--- config.mk ---
export PLATFORM = sky130hd
export DESIGN_NAME = truth_table_sequencer
export DESIGN_NICKNAME = d
export VERILOG_FILES = /design/src/rtl/truth_table_sequencer.sv
export SDC_FILE = /design/constraint.sdc
export NUM_CORES = 1
export LEC_CHECK = 0
export CAP_MARGIN = 20
export CORE_MARGIN = 1.5
export CORE_UTILIZATION = 56
export DETAILED_ROUTE_END_ITERATION = 8
export GPL_ROUTABILITY_DRIVEN = 0
export MAX_ROUTING_LAYER = met4
export PLACE_DENSITY = 0.86
export SKIP_LAST_GASP = 1
export SLEW_MARGIN = 40
export SYNTH_ARGS = -nofsm -noshare
export SYNTH_HDL_FRONTEND = slang
export SYNTH_SLANG_ARGS = --single-unit
--- constraint.sdc ---
create_clock -name clk -period 5.4 [get_ports clk]
set_clock_uncertainty 0.2 [all_clocks]
set_input_delay 1.08 -clock clk [delete_from_list [all_inputs] [get_ports clk]]
set_output_delay 1.08 -clock clk [all_outputs]
set_load 0.05 [all_outputs]
--- src/rtl/truth_table_sequencer.sv ---
// Exhaustive truth-table sequencer: walks every input vector of a small combinational block,
// samples its output after a settle time and compares the result with an expected table.
// Optional macro TRUTH_TABLE_SEQUENCER_STOP_ON_FAIL_EN ends the run on the first mismatching vector.
module truth_table_sequencer #(
    parameter int N_IN          = 4,
    parameter int SETTLE_CYCLES = 1
) (
    input  logic                   clk,
    input  logic                   rst,
    input  logic                   start,
    input  logic                   abort,
    input  logic [(2**N_IN)-1:0]   expected,
    output logic [N_IN-1:0]        dut_in,
    input  logic                   dut_out,
    output logic                   busy,
    output logic                   done,
    output logic                   pass,
    output logic [N_IN:0]          mismatch_count,
    output logic [N_IN-1:0]        first_fail_idx,
    output logic                   first_fail_valid,
    output logic [(2**N_IN)-1:0]   captured
);

    localparam int T  = 2 ** N_IN;
    localparam int CW = (SETTLE_CYCLES > 1) ? $clog2(SETTLE_CYCLES + 1) : 1;

    localparam logic [CW-1:0]   CNT_LAST = CW'(SETTLE_CYCLES - 1);
    localparam logic [CW-1:0]   CNT_ONE  = CW'(1);
    localparam logic [N_IN-1:0] IDX_ONE  = N_IN'(1);
    localparam logic [N_IN-1:0] IDX_LAST = '1;
    localparam logic [N_IN:0]   MC_ONE   = (N_IN + 1)'(1);

    typedef enum logic [1:0] {
        S_IDLE   = 2'd0,
        S_SETTLE = 2'd1,
        S_SAMPLE = 2'd2,
        S_DONE   = 2'd3
    } state_t;

    state_t          state_q, state_d;
    logic [N_IN-1:0] idx_q, idx_d;
    logic [CW-1:0]   cnt_q, cnt_d;
    logic [T-1:0]    exp_q, exp_d;
    logic [T-1:0]    captured_q, captured_d;
    logic [N_IN:0]   mc_q, mc_d;
    logic [N_IN-1:0] ffi_q, ffi_d;
    logic            ffv_q, ffv_d;
    logic            busy_q, busy_d;
    logic            done_q, done_d;
    logic            pass_q, pass_d;
    logic            miss;
    logic            stop_early;

    always_ff @(posedge clk or posedge rst) begin
        if (rst) begin
            state_q    <= S_IDLE;
            idx_q      <= '0;
            cnt_q      <= '0;
            exp_q      <= '0;
            captured_q <= '0;
            mc_q       <= '0;
            ffi_q      <= '0;
            ffv_q      <= 1'b0;
            busy_q     <= 1'b0;
            done_q     <= 1'b0;
            pass_q     <= 1'b0;
        end else begin
            state_q    <= state_d;
            idx_q      <= idx_d;
            cnt_q      <= cnt_d;
            exp_q      <= exp_d;
            captured_q <= captured_d;
            mc_q       <= mc_d;
            ffi_q      <= ffi_d;
            ffv_q      <= ffv_d;
            busy_q     <= busy_d;
            done_q     <= done_d;
            pass_q     <= pass_d;
        end
    end

    always_comb begin
        state_d    = state_q;
        idx_d      = idx_q;
        cnt_d      = cnt_q;
        exp_d      = exp_q;
        captured_d = captured_q;
        mc_d       = mc_q;
        ffi_d      = ffi_q;
        ffv_d      = ffv_q;
        busy_d     = busy_q;
        done_d     = 1'b0;
        pass_d     = pass_q;
        miss       = dut_out != exp_q[idx_q];
`ifdef TRUTH_TABLE_SEQUENCER_STOP_ON_FAIL_EN
        stop_early = miss && !ffv_q;
`else
        stop_early = 1'b0;
`endif

        case (state_q)
            S_IDLE: begin
                // abort outranks a coincident start
                if (start && !abort) begin
                    exp_d      = expected;
                    captured_d = '0;
                    mc_d       = '0;
                    ffi_d      = '0;
                    ffv_d      = 1'b0;
                    pass_d     = 1'b0;
                    idx_d      = '0;
                    cnt_d      = '0;
                    busy_d     = 1'b1;
                    state_d    = S_SETTLE;
                end
            end

            S_SETTLE: begin
                if (abort) begin
                    busy_d  = 1'b0;
                    pass_d  = 1'b0;
                    state_d = S_IDLE;
                end else begin
                    cnt_d = cnt_q + CNT_ONE;
                    if (cnt_q == CNT_LAST) begin
                        state_d = S_SAMPLE;
                    end
                end
            end

            S_SAMPLE: begin
                // the sample is recorded even when the run is being aborted
                captured_d[idx_q] = dut_out;
                if (miss) begin
                    mc_d = mc_q + MC_ONE;
                    if (!ffv_q) begin
                        ffi_d = idx_q;
                        ffv_d = 1'b1;
                    end
                end

                if (abort) begin
                    busy_d  = 1'b0;
                    pass_d  = 1'b0;
                    state_d = S_IDLE;
                end else if (idx_q == IDX_LAST || stop_early) begin
                    busy_d  = 1'b0;
                    done_d  = 1'b1;
                    pass_d  = (mc_d == '0);
                    state_d = S_DONE;
                end else begin
                    idx_d   = idx_q + IDX_ONE;
                    cnt_d   = '0;
                    state_d = S_SETTLE;
                end
            end

            S_DONE: begin
                state_d = S_IDLE;
            end

            default: begin
                state_d = S_IDLE;
            end
        endcase
    end

    assign dut_in           = idx_q;
    assign busy             = busy_q;
    assign done             = done_q;
    assign pass             = pass_q;
    assign mismatch_count   = mc_q;
    assign first_fail_idx   = ffi_q;
    assign first_fail_valid = ffv_q;
    assign captured         = captured_q;

endmodule

==> flow_summary_export.csv <==
group,metric,value,unit
sta,fin_crit_sh,61.25,%
cts,post_cts_buffers,0,
placement,pre_cts_slack,1.841,ns
cts,clk_pin_slew,0.10,ns
sta,hold_ws,0.2822,ns
pwr,switching_share,36.93,%
grt,grt_usage,26.08,%
placement,post_dp_cell_area,3296,µm²
logic_synthesis,synthDistinctLibCells,44,
logic_synthesis,synth_ff_type,"dfrtp_1",
pwr,pwr_density_cell,418.4,nW/µm²
logic_synthesis,syn_inst,265,
drt,wl,6351,µm
sta,max_slew_margin,53.12,%
drt,avgRoutedWirePerCell,16.85,µm
setup_path,crit_slowest_cell,"o21a_1",
final_layout,drive_gt1_share,10.00,%
drt,via_per_inst,6.053,
logic_synthesis,synth_edf_count,0,
drt,met2WireLength,3049,µm
pwr,p_switching,0.5291,mW
setup_path,cp.arrival,3.28,ns
pwr,p_leak,1.447,nW
drt,top_layer,"met4",
drt,drt_first_pass_iters,5,
floorplanning,fp.dieW,72.89,µm
logic_synthesis,synth_top_area_cell,"dfrtp_1",
logic_synthesis,syn_avg_cell_area,10.32,µm²
setup_path,worst_setup_path_start_kind,"input port",
placement,dp_cells,370,
floorplanning,fp.coreArea,4723,µm²
logic_synthesis,synth.most_common_cell,"dfrtp_1",
logic_synthesis,syn-num-nets,295,
pwr,combPwrFrac,39.7,%
final_layout,syn2layout_area_growth,25.21,%
sta,hold_viol,0,
cts,cts_resized,0,
cts,clock_tree.buffer_depth,2,
logic_synthesis,synth_warnings,0,
final_layout,stdcell_area,3425,µm²
cts,holdBufCountCts,0,
logic_synthesis,syn-cell-area,2735,µm²
sta,fin_ws,2.092,ns
grt,grt_pass1_vias,2194,
logic_synthesis,synth_top_cells_by_area,"dfrtp_1, o21ai_0, a21oi_1",
final_layout,nFillCells,353,
cts,clock-sinks,52,
pwr,vdd_drop_max,0.0002405,V
placement,dp_hpwl,4377,µm
cts,cts_buffers,5,
sta,slew_violations,0,
setup_path,cp_max_fo,23,
floorplanning,die_h,72.89,µm
logic_synthesis,synth_top_cell_area_share,47.58,%
drt,route.met3.wl,412,µm
final_layout,fin_cells,377,
sta,period_needed,3.308,ns
setup_path,worstPathRequired,5.37,ns
setup_path,rrSetupSlack,2.47,ns
logic_synthesis,async_reset_ff_share,100.0,%
floorplanning,fp.dieArea,5312,µm²
pwr,p_clk_share,21.9,%
pwr,internal_power,0.9038,mW
setup_path,slowest_delay,0.66,ns
cts,cts_tree,"yes",
setup_path,crit_type,"input port to flip-flop",
drt,wl_met1,2762,µm
sta,tightest_slew,0.7032,ns
worst_hold_path,hold_class,"flip-flop to flip-flop",
sta,fin_setup_tns,0,ns
drt,postRouteAntennaNets,0,
run_status,status,"finished clean",
drt,drtIter0Drc,199,
floorplanning,initial_utilization,57.91,%
placement,numPortBuffers,53,
flow_run,drv_cap,0,
grt,overflow,0,
sta,setup_viol,0,
floorplanning,pin_count,54,
grt,antenna_found_initial,0,
final_layout,antenna_cells,0,
cts,cts_root_buffer,"clkbuf_8",
grt,grt_max_degree,53,
setup_path,crit_chain,"clkdlybuf4s50_1, nand3b_1, o21a_1, nor2_1, a22oi_1, o22ai_1",
grt,grt_pass1_wl,10150,µm
cts,cts_max_level,2,
sta,fmax,0.3023,GHz
setup_path,critPathCaptureType,"flip-flop",
pwr,power_frac_seq,38.4,%
logic_synthesis,yosysSeqAreaShare,47.58,%
cts,clock_latency,0.32,ns
logic_synthesis,synth_common_cells,"dfrtp_1, o21ai_0, a21oi_1, nand2_1, clkbuf_1",
logic_synthesis,ys_seq_elements,52,
sta,rsz0062_at_grt,"false",
drt,vias,2282,
floorplanning,rows,25,
drt,drcViolationCount,0,
final_layout,nets,340,
-- per-stage QoR --
step                      power (mW)  utilization, %
after global routing           1.509           72.50
after CTS                      1.430           72.50
after global placement         1.091           69.48
final                          1.433           72.50
after detailed placement       1.118           69.77
after floorplan               0.9778               -
-- worst max-delay path: cells and delay by family --
family	cells	cell delay, ns
AND/OR/NAND/NOR	2	0.56
buffers and inverters	1	0.63
AO/OA/AOI/OAI	3	1.02
-- final cells by class --
cell class	instances	area (µm²)	area share [%]
multi-input cells	188	1333	38.91
flip-flops and latches	52	1301	38.00
repair buffers	54	541.8	15.82
well taps	67	83.83	2.448
clock buffers	5	68.82	2.010
clock inverters	2	60.06	1.754
inverters	9	36.28	1.060
-- sequential cells by signal (all words and copies together) (netlist names) --
signal and cells:
first_fail_idx 4, state_q 2, first_fail_valid 1, cnt_q 1
busy 1, exp_q 16, mismatch_count 5, dut_in 4
done 1, captured 16, pass 1
-- metal layers --
| layer | GRT usage (%) | up-vias |
|---|---|---|
| met2 | 40.98 | 111 |
| li1 | - | 1045 |
| met5 | - | - |
| met4 | 10.06 | 0 |
| met1 | 33.03 | 1108 |
| met3 | 5.939 | 18 |
-- cell families (layout without fill, tap and decap cells) --
group / count (synthesis) / in the layout / share of synthesized area (%)
fa+ha+maj: 9 / 9 / 4.117
xor+xnor: 2 / 2 / 0.6406
simple gates: 62 / 62 / 11.16
flops: 52 / 52 / 47.58
mux: 29 / 29 / 13.82
compound gates: 86 / 86 / 18.98
buf+inv: 25 / 70 / 3.705
-- power by group through the flow --
stage / combinational, mW / sequential (mW) / clock, mW
after floorplan: 0.387 / 0.591 / 0
after global placement: 0.542 / 0.549 / 0
after detailed placement: 0.561 / 0.556 / 0
after CTS: 0.566 / 0.549 / 0.314
after global routing: 0.619 / 0.564 / 0.326
final: 0.570 / 0.550 / 0.314
-- cell usage in the layout, fill, tap and decap left out, drive strengths merged, types with 2 or more instances in the layout --
master and instances:
nor2 9, a21oi 25, nor2b 5, clkdlybuf4s50 53, mux2 17, a31oi 3
and2 4, mux4 4, nor4 2, xnor2 2, ha 9, mux2i 8
nand3 5, nand2b 5, bufinv 2, dfrtp 52, inv 9, clkbuf 5
nand3b 2, o21ai 38, o31ai 2, a32o 6, o22ai 4, nor3 2
nand2 24
-- worst paths after layout --
kind / start / endpoint / cells after the start
worst min-delay path: busy / busy / 2
min in group asynchronous: rst / captured[1] / 2
max in group asynchronous: rst / dut_in[0] / 2
worst max-delay path: abort / dut_in[1] / 6
worst max register to register: state_q[0] / dut_in[1] / 7
worst min register to register: busy / busy / 2
Note: power is estimated with default switching activity, not from simulation.
